--- src/rtl/umix_pkg.sv ---
// Shared types and constants for the serial word receiver.
// Holds the receiver state encoding and accumulator modes.
package umix_pkg;

    localparam int DEFAULT_SIZE = 32;

    typedef enum logic {
        COLLECT = 1'b0,
        HOLD    = 1'b1
    } rx_state_t;

    localparam logic [1:0] SR_HOLD  = 2'b00;
    localparam logic [1:0] SR_SHIFT = 2'b10;
    localparam logic [1:0] SR_ZERO  = 2'b11;

endpackage

--- src/rtl/serial_word_rx_shift_reg.sv ---
// Right-shifting accumulator with serial MSB entry.
// Modes: shift right, parallel load of zero, hold.
module shift_reg #(
    parameter int width = 32
) (
    input  logic             clk,
    input  logic             rst,
    input  logic [1:0]       mode,
    input  logic             din,
    output logic [width-1:0] q
);

    // Apply the selected mode; unused encodings hold.
    always_ff @(posedge clk or posedge rst) begin
        if (rst) begin
            q <= '0;
        end else begin
            case (mode)
                2'b10:   q <= {din, q[width-1:1]};
                2'b11:   q <= '0;
                default: q <= q;
            endcase
        end
    end

endmodule

--- src/rtl/serial_word_rx.sv ---
// Serial-to-parallel word receiver, LSB first.
// One-deep skid in the accumulator when q is still occupied.
module serial_word_rx
    import umix_pkg::*;
#(
    parameter int size = DEFAULT_SIZE
) (
    input  logic            clk,
    input  logic            r,
    input  logic            si,
    input  logic            si_valid,
    output logic            si_ready,
    input  logic            clr,
    output logic [size-1:0] q,
    output logic            q_valid,
    input  logic            q_ready
);

    localparam int CW = $clog2(size + 1);
    localparam logic [CW-1:0] LAST = CW'(size - 1);

    rx_state_t       state;
    rx_state_t       state_nxt;
    logic [CW-1:0]   count;
    logic [size-1:0] acc;
    logic [1:0]      mode;
    logic            accept;
    logic            last;
    logic            free;
    logic            handshake;
    logic            load_new;
    logic            load_hold;

    shift_reg #(
        .width (size)
    ) u_acc (
        .clk  (clk),
        .rst  (r),
        .mode (mode),
        .din  (si),
        .q    (acc)
    );

    // State register.
    always_ff @(posedge clk or posedge r) begin
        if (r) begin
            state <= COLLECT;
        end else begin
            state <= state_nxt;
        end
    end

    // Next state, handshake and accumulator control.
    always_comb begin
        state_nxt = state;
        si_ready  = 1'b0;
        mode      = SR_HOLD;
        accept    = 1'b0;
        last      = 1'b0;
        load_new  = 1'b0;
        load_hold = 1'b0;
        free      = !q_valid || q_ready;
        handshake = q_valid && q_ready;
        unique case (state)
            COLLECT: begin
                si_ready = !r;
                accept   = si_valid && si_ready;
                last     = accept && (count == LAST);
                if (clr) begin
                    mode = SR_ZERO;
                end else if (accept) begin
                    mode = SR_SHIFT;
                    if (last) begin
                        if (free) begin
                            load_new = 1'b1;
                        end else begin
                            state_nxt = HOLD;
                        end
                    end
                end
            end
            HOLD: begin
                if (clr) begin
                    mode      = SR_ZERO;
                    state_nxt = COLLECT;
                end else if (handshake) begin
                    load_hold = 1'b1;
                    state_nxt = COLLECT;
                end
            end
            default: state_nxt = COLLECT;
        endcase
    end

    // Bit counter; a clear outranks an accepted bit.
    always_ff @(posedge clk or posedge r) begin
        if (r) begin
            count <= '0;
        end else if (clr) begin
            count <= '0;
        end else if (accept) begin
            count <= last ? '0 : count + 1'b1;
        end
    end

    // Output register: fresh word, held word, or drain.
    always_ff @(posedge clk or posedge r) begin
        if (r) begin
            q       <= '0;
            q_valid <= 1'b0;
        end else if (load_new) begin
            q       <= {si, acc[size-1:1]};
            q_valid <= 1'b1;
        end else if (load_hold) begin
            q       <= acc;
            q_valid <= 1'b1;
        end else if (handshake) begin
            q_valid <= 1'b0;
        end
    end

endmodule

--- config.mk ---
export PLATFORM = sky130hd
export DESIGN_NAME = serial_word_rx
export DESIGN_NICKNAME = d
export VERILOG_FILES = /design/src/rtl/umix_pkg.sv /design/src/rtl/serial_word_rx_shift_reg.sv /design/src/rtl/serial_word_rx.sv
export SDC_FILE = /design/constraint.sdc
export NUM_CORES = 1
export LEC_CHECK = 0
export CAP_MARGIN = 0
export CORE_AREA = 2 2 101 103
export DETAILED_ROUTE_END_ITERATION = 8
export DIE_AREA = 0 0 103 105
export GPL_ROUTABILITY_DRIVEN = 0
export GPL_TIMING_DRIVEN = 0
export HOLD_SLACK_MARGIN = 0.06
export PLACE_DENSITY = 0.58
export SYNTH_ARGS = -nofsm -noshare
export SYNTH_HDL_FRONTEND = slang
export SYNTH_SLANG_ARGS = --single-unit
--- constraint.sdc ---
create_clock -name clk -period 2.8 [get_ports clk]
set_input_delay 0.7 -clock clk [delete_from_list [all_inputs] [get_ports clk]]
set_output_delay 0.7 -clock clk [all_outputs]
set_load 0.1 [all_outputs]
==> results.sh <==
export IMPL_critical_path_buf_inv_count=1
export IMPL_timing_critical_path_to_type="output port"
export IMPL_leakage_nw=2.032
export IMPL_timing_final_crit_period_ps=2700
export IMPL_floorplan_die_height_um=105
export IMPL_detail_route_vias_per_cell=4.679
export IMPL_drt_wirelength_per_cell_um=13.71
export IMPL_synth_ff_latch_count=72
export IMPL_multi_input_area_sq_mm=0.001589
export IMPL_syn_to_final_growth_pct=22.56
export IMPL_hold_path_class="reg -> reg"
export IMPL_ys_top_cells_by_area="sky130_fd_sc_hd__dfrtp_1 (51%), sky130_fd_sc_hd__mux2_4 (26%), sky130_fd_sc_hd__nand2_1 (7.5%)"
export IMPL_routed_via_count=2232
export IMPL_vdd_drop_max_v=0.0002268
export IMPL_required_ps=2100
export IMPL_rrSetupSlack_ps=1060
export IMPL_power_density_mw_per_mm2=472.5
export IMPL_route_final_wire_length_um=6542
export IMPL_syn_mean_instance_area_sq_um=12.17
export IMPL_final_cell_mix="sky130_fd_sc_hd__dfrtp_1 (72), sky130_fd_sc_hd__nand2_1 (70), sky130_fd_sc_hd__mux2_4 (60)"
export IMPL_cpMaxStageDelayCell="sky130_fd_sc_hd__clkdlybuf4s50_1"
export IMPL_most_common_cell_after_layout_fill_and_taps_aside="sky130_fd_sc_hd__dfrtp_1"
export IMPL_drt_iter0_drc=82
export IMPL_drtAntennaViolNets=0
export IMPL_synth_seq_area_share=0.5125
export IMPL_register_area_sq_mm=0.001802
export IMPL_place_worst_setup_slack_ps=-375.4
export IMPL_finish_net_count=346
export IMPL_cts_tree="yes"
export IMPL_synth_top_cell_by_area="sky130_fd_sc_hd__dfrtp_1"
export IMPL_holdPathEnd="u_acc.q[0]$_DFFE_PP0P_"
export IMPL_cts_buffer_depth=2
export IMPL_fmax_mhz=370.4
export IMPL_finish_utilization=0.4470
export IMPL_clock_network_latency_to_the_later_pin_of_the_worst_skew_pair_ps=350
export IMPL_final_critical_path_setup_slack_ps=100.4
export IMPL_detailed_place_hpwl_um=4488
export IMPL_run_status="finished clean"
export IMPL_clk_transition_reported_paths_ps=90
export IMPL_antenna_violations_before_repair=0
export IMPL_synth_warning_count=0
export IMPL_site_rows=36
export IMPL_numClockSinks=72
export IMPL_worst_slew_margin_rel=0.3515
export IMPL_root_buffer="sky130_fd_sc_hd__clkbuf_8"
export IMPL_final_min_period_over_clock_period=0.9641
export IMPL_fin_setup_tns_ps=0
export IMPL_path_cells="clkdlybuf4s50_1"
export IMPL_min_delay_path_depth=2
export IMPL_crit_reg2reg_capture="q[23]$_DFFE_PP0P_"
export IMPL_final_fill_count=934
export IMPL_cts_post_setup_buffers_inserted=0
export IMPL_die_width_um=103
export IMPL_r2r_worst_path_cells=5
export IMPL_synth_top_cell_area_share=0.5125
export IMPL_finalInstanceArea_sq_mm=0.004309
export IMPL_final_max_slew_viol_count=0
export IMPL_final_cells=477
export IMPL_critical_path_class="reg -> out"
export IMPL_hold_violation_total_from_the_final_report=0
export IMPL_globalRouteOverflowTotal=0
export IMPL_arrival_ps=2000
export IMPL_post_synth_inst_count=289
export IMPL_critical_path_max_stage_delay_ps=1180
export IMPL_r2r_start="count[0]$_DFFE_PP0P_"
export IMPL_finalHoldWorstSlack_ps=539.7
export IMPL_postSynthNetCount=296
export IMPL_place_port_buffers=38
export IMPL_floorplan_initialDensity=0.3647
export IMPL_crit_fanout=6
export IMPL_drt_drc_violations_left=0
export IMPL_grt_total_usage=0.1354
export IMPL_grt_start_max_net_pins=40
export IMPL_maxCapViolations=0
export IMPL_clock_skew_ps=12.80
export IMPL_post_route_cells_drive_above_1_share=0.2849
export IMPL_num_ports=40
export IMPL_first_global_vias=2355
export IMPL_start_kind="flip-flop"
export IMPL_grt_pass1_wl_um=11470
export IMPL_place_detailed_instances=461
export IMPL_synth_cell_type_count=27
export IMPL_dpl_cell_area_sq_mm=0.004088
export IMPL_transition_time_at_the_pin_with_the_least_slew_margin_ps=969.7
export IMPL_drt_pre_antenna_iters=4
export IMPL_rsz0062_at_grt="no"
export IMPL_cts_buffers=9
export IMPL_total_chip_power_mw=2.036
export IMPL_cpLargestDelayFamily="buffers and inverters"
export IMPL_worstHoldStart="u_acc.q[0]$_DFFE_PP0P_"
export IMPL_netlist_area_sq_mm=0.003516
export IMPL_setup_viol=0
export IMPL_core_area_sq_mm=0.009639
export IMPL_antenna_cells=0
export IMPL_clock_h_tree_levels=3
export IMPL_design_die_area_sq_mm=0.01082
-- synthesized netlist by cell type --
cell type / number
sky130_fd_sc_hd__clkbuf_1: 4
sky130_fd_sc_hd__mux2_2: 4
sky130_fd_sc_hd__nand3_4: 1
sky130_fd_sc_hd__buf_6: 6
sky130_fd_sc_hd__nand3b_1: 1
sky130_fd_sc_hd__a21oi_1: 36
sky130_fd_sc_hd__and3_1: 1
sky130_fd_sc_hd__buf_1: 6
sky130_fd_sc_hd__buf_2: 3
sky130_fd_sc_hd__xor2_1: 2
sky130_fd_sc_hd__nand3_1: 3
sky130_fd_sc_hd__a211oi_1: 1
sky130_fd_sc_hd__a31oi_1: 2
sky130_fd_sc_hd__o21ai_0: 1
sky130_fd_sc_hd__mux2_4: 60
sky130_fd_sc_hd__ha_1: 1
sky130_fd_sc_hd__o31ai_1: 1
sky130_fd_sc_hd__nor2b_4: 1
sky130_fd_sc_hd__inv_1: 2
sky130_fd_sc_hd__nand2_1: 70
sky130_fd_sc_hd__nor2_1: 3
sky130_fd_sc_hd__nand4_1: 2
sky130_fd_sc_hd__dfrtp_1: 72
sky130_fd_sc_hd__nor3b_2: 1
sky130_fd_sc_hd__or3_1: 3
sky130_fd_sc_hd__and3b_2: 1
sky130_fd_sc_hd__nand3_2: 1
-- power breakdown --
part           total (mW)  switching (mW)  leakage, nW  internal [mW]
clock network       0.915           0.414        0.101          0.501
registers            1.04         0.00258         1.01           1.04
logic              0.0777          0.0604        0.926         0.0172
total                2.04           0.477         2.03           1.56
-- what timing repair did --
| item | 4_1_cts | 5_1_grt |
|---|---|---|
| resized for setup | 3 | 0 |
| setup endpoints to repair | 1 | 0 |
| hold buffers | 0 | 0 |
-- state kept, by name, indices dropped and copies added, names as in the netlist --
name / count
q: 32
u_acc.q: 32
count: 6
q_valid: 1
state: 1
-- cell families after synthesis --
logic type,after synthesis,synth area share
xor+xnor,2,0.004983
simple gates,88,0.1132
compound gates,41,0.06050
flops,72,0.5125
buf+inv,21,0.03630
fa+ha+maj,1,0.003558
mux,64,0.2690
-- worst max-delay path by stage --
stage | slack (ps) | cells after the start | to | start
floorplan | 280 | 1 | count[0]$_DFFE_PP0P_ | r
global placement | -1100 | 2 | q[11]$_DFFE_PP0P_ | r
detailed placement | -380 | 3 | si_ready | r
CTS | 80 | 1 | q_valid | q_valid$_DFFE_PP0P_
global route | 40 | 1 | q_valid | q_valid$_DFFE_PP0P_
finish | 100 | 1 | q_valid | q_valid$_DFFE_PP0P_
-- area by class of cell --
type / count / share of cell area
Buffer: 19 / 0.02787
Clock buffer: 9 / 0.02875
Clock inverter: 7 / 0.02236
Inverter: 2 / 0.002323
Multi-Input combinational cell: 196 / 0.3688
Sequential cell: 72 / 0.4181
Tap cell: 133 / 0.03862
Timing Repair Buffer: 39 / 0.09321
-- metal layers --
metal,vias up,part of all wire,global-route usage
met3,7,0.029,0.04013
met5,-,0,0
met1,1099,0.49,0.1897
met4,0,0.011,0.04041
li1,1086,-,-
met2,40,0.47,0.2018
No activity file was read; power rests on OpenSTA's default activity.
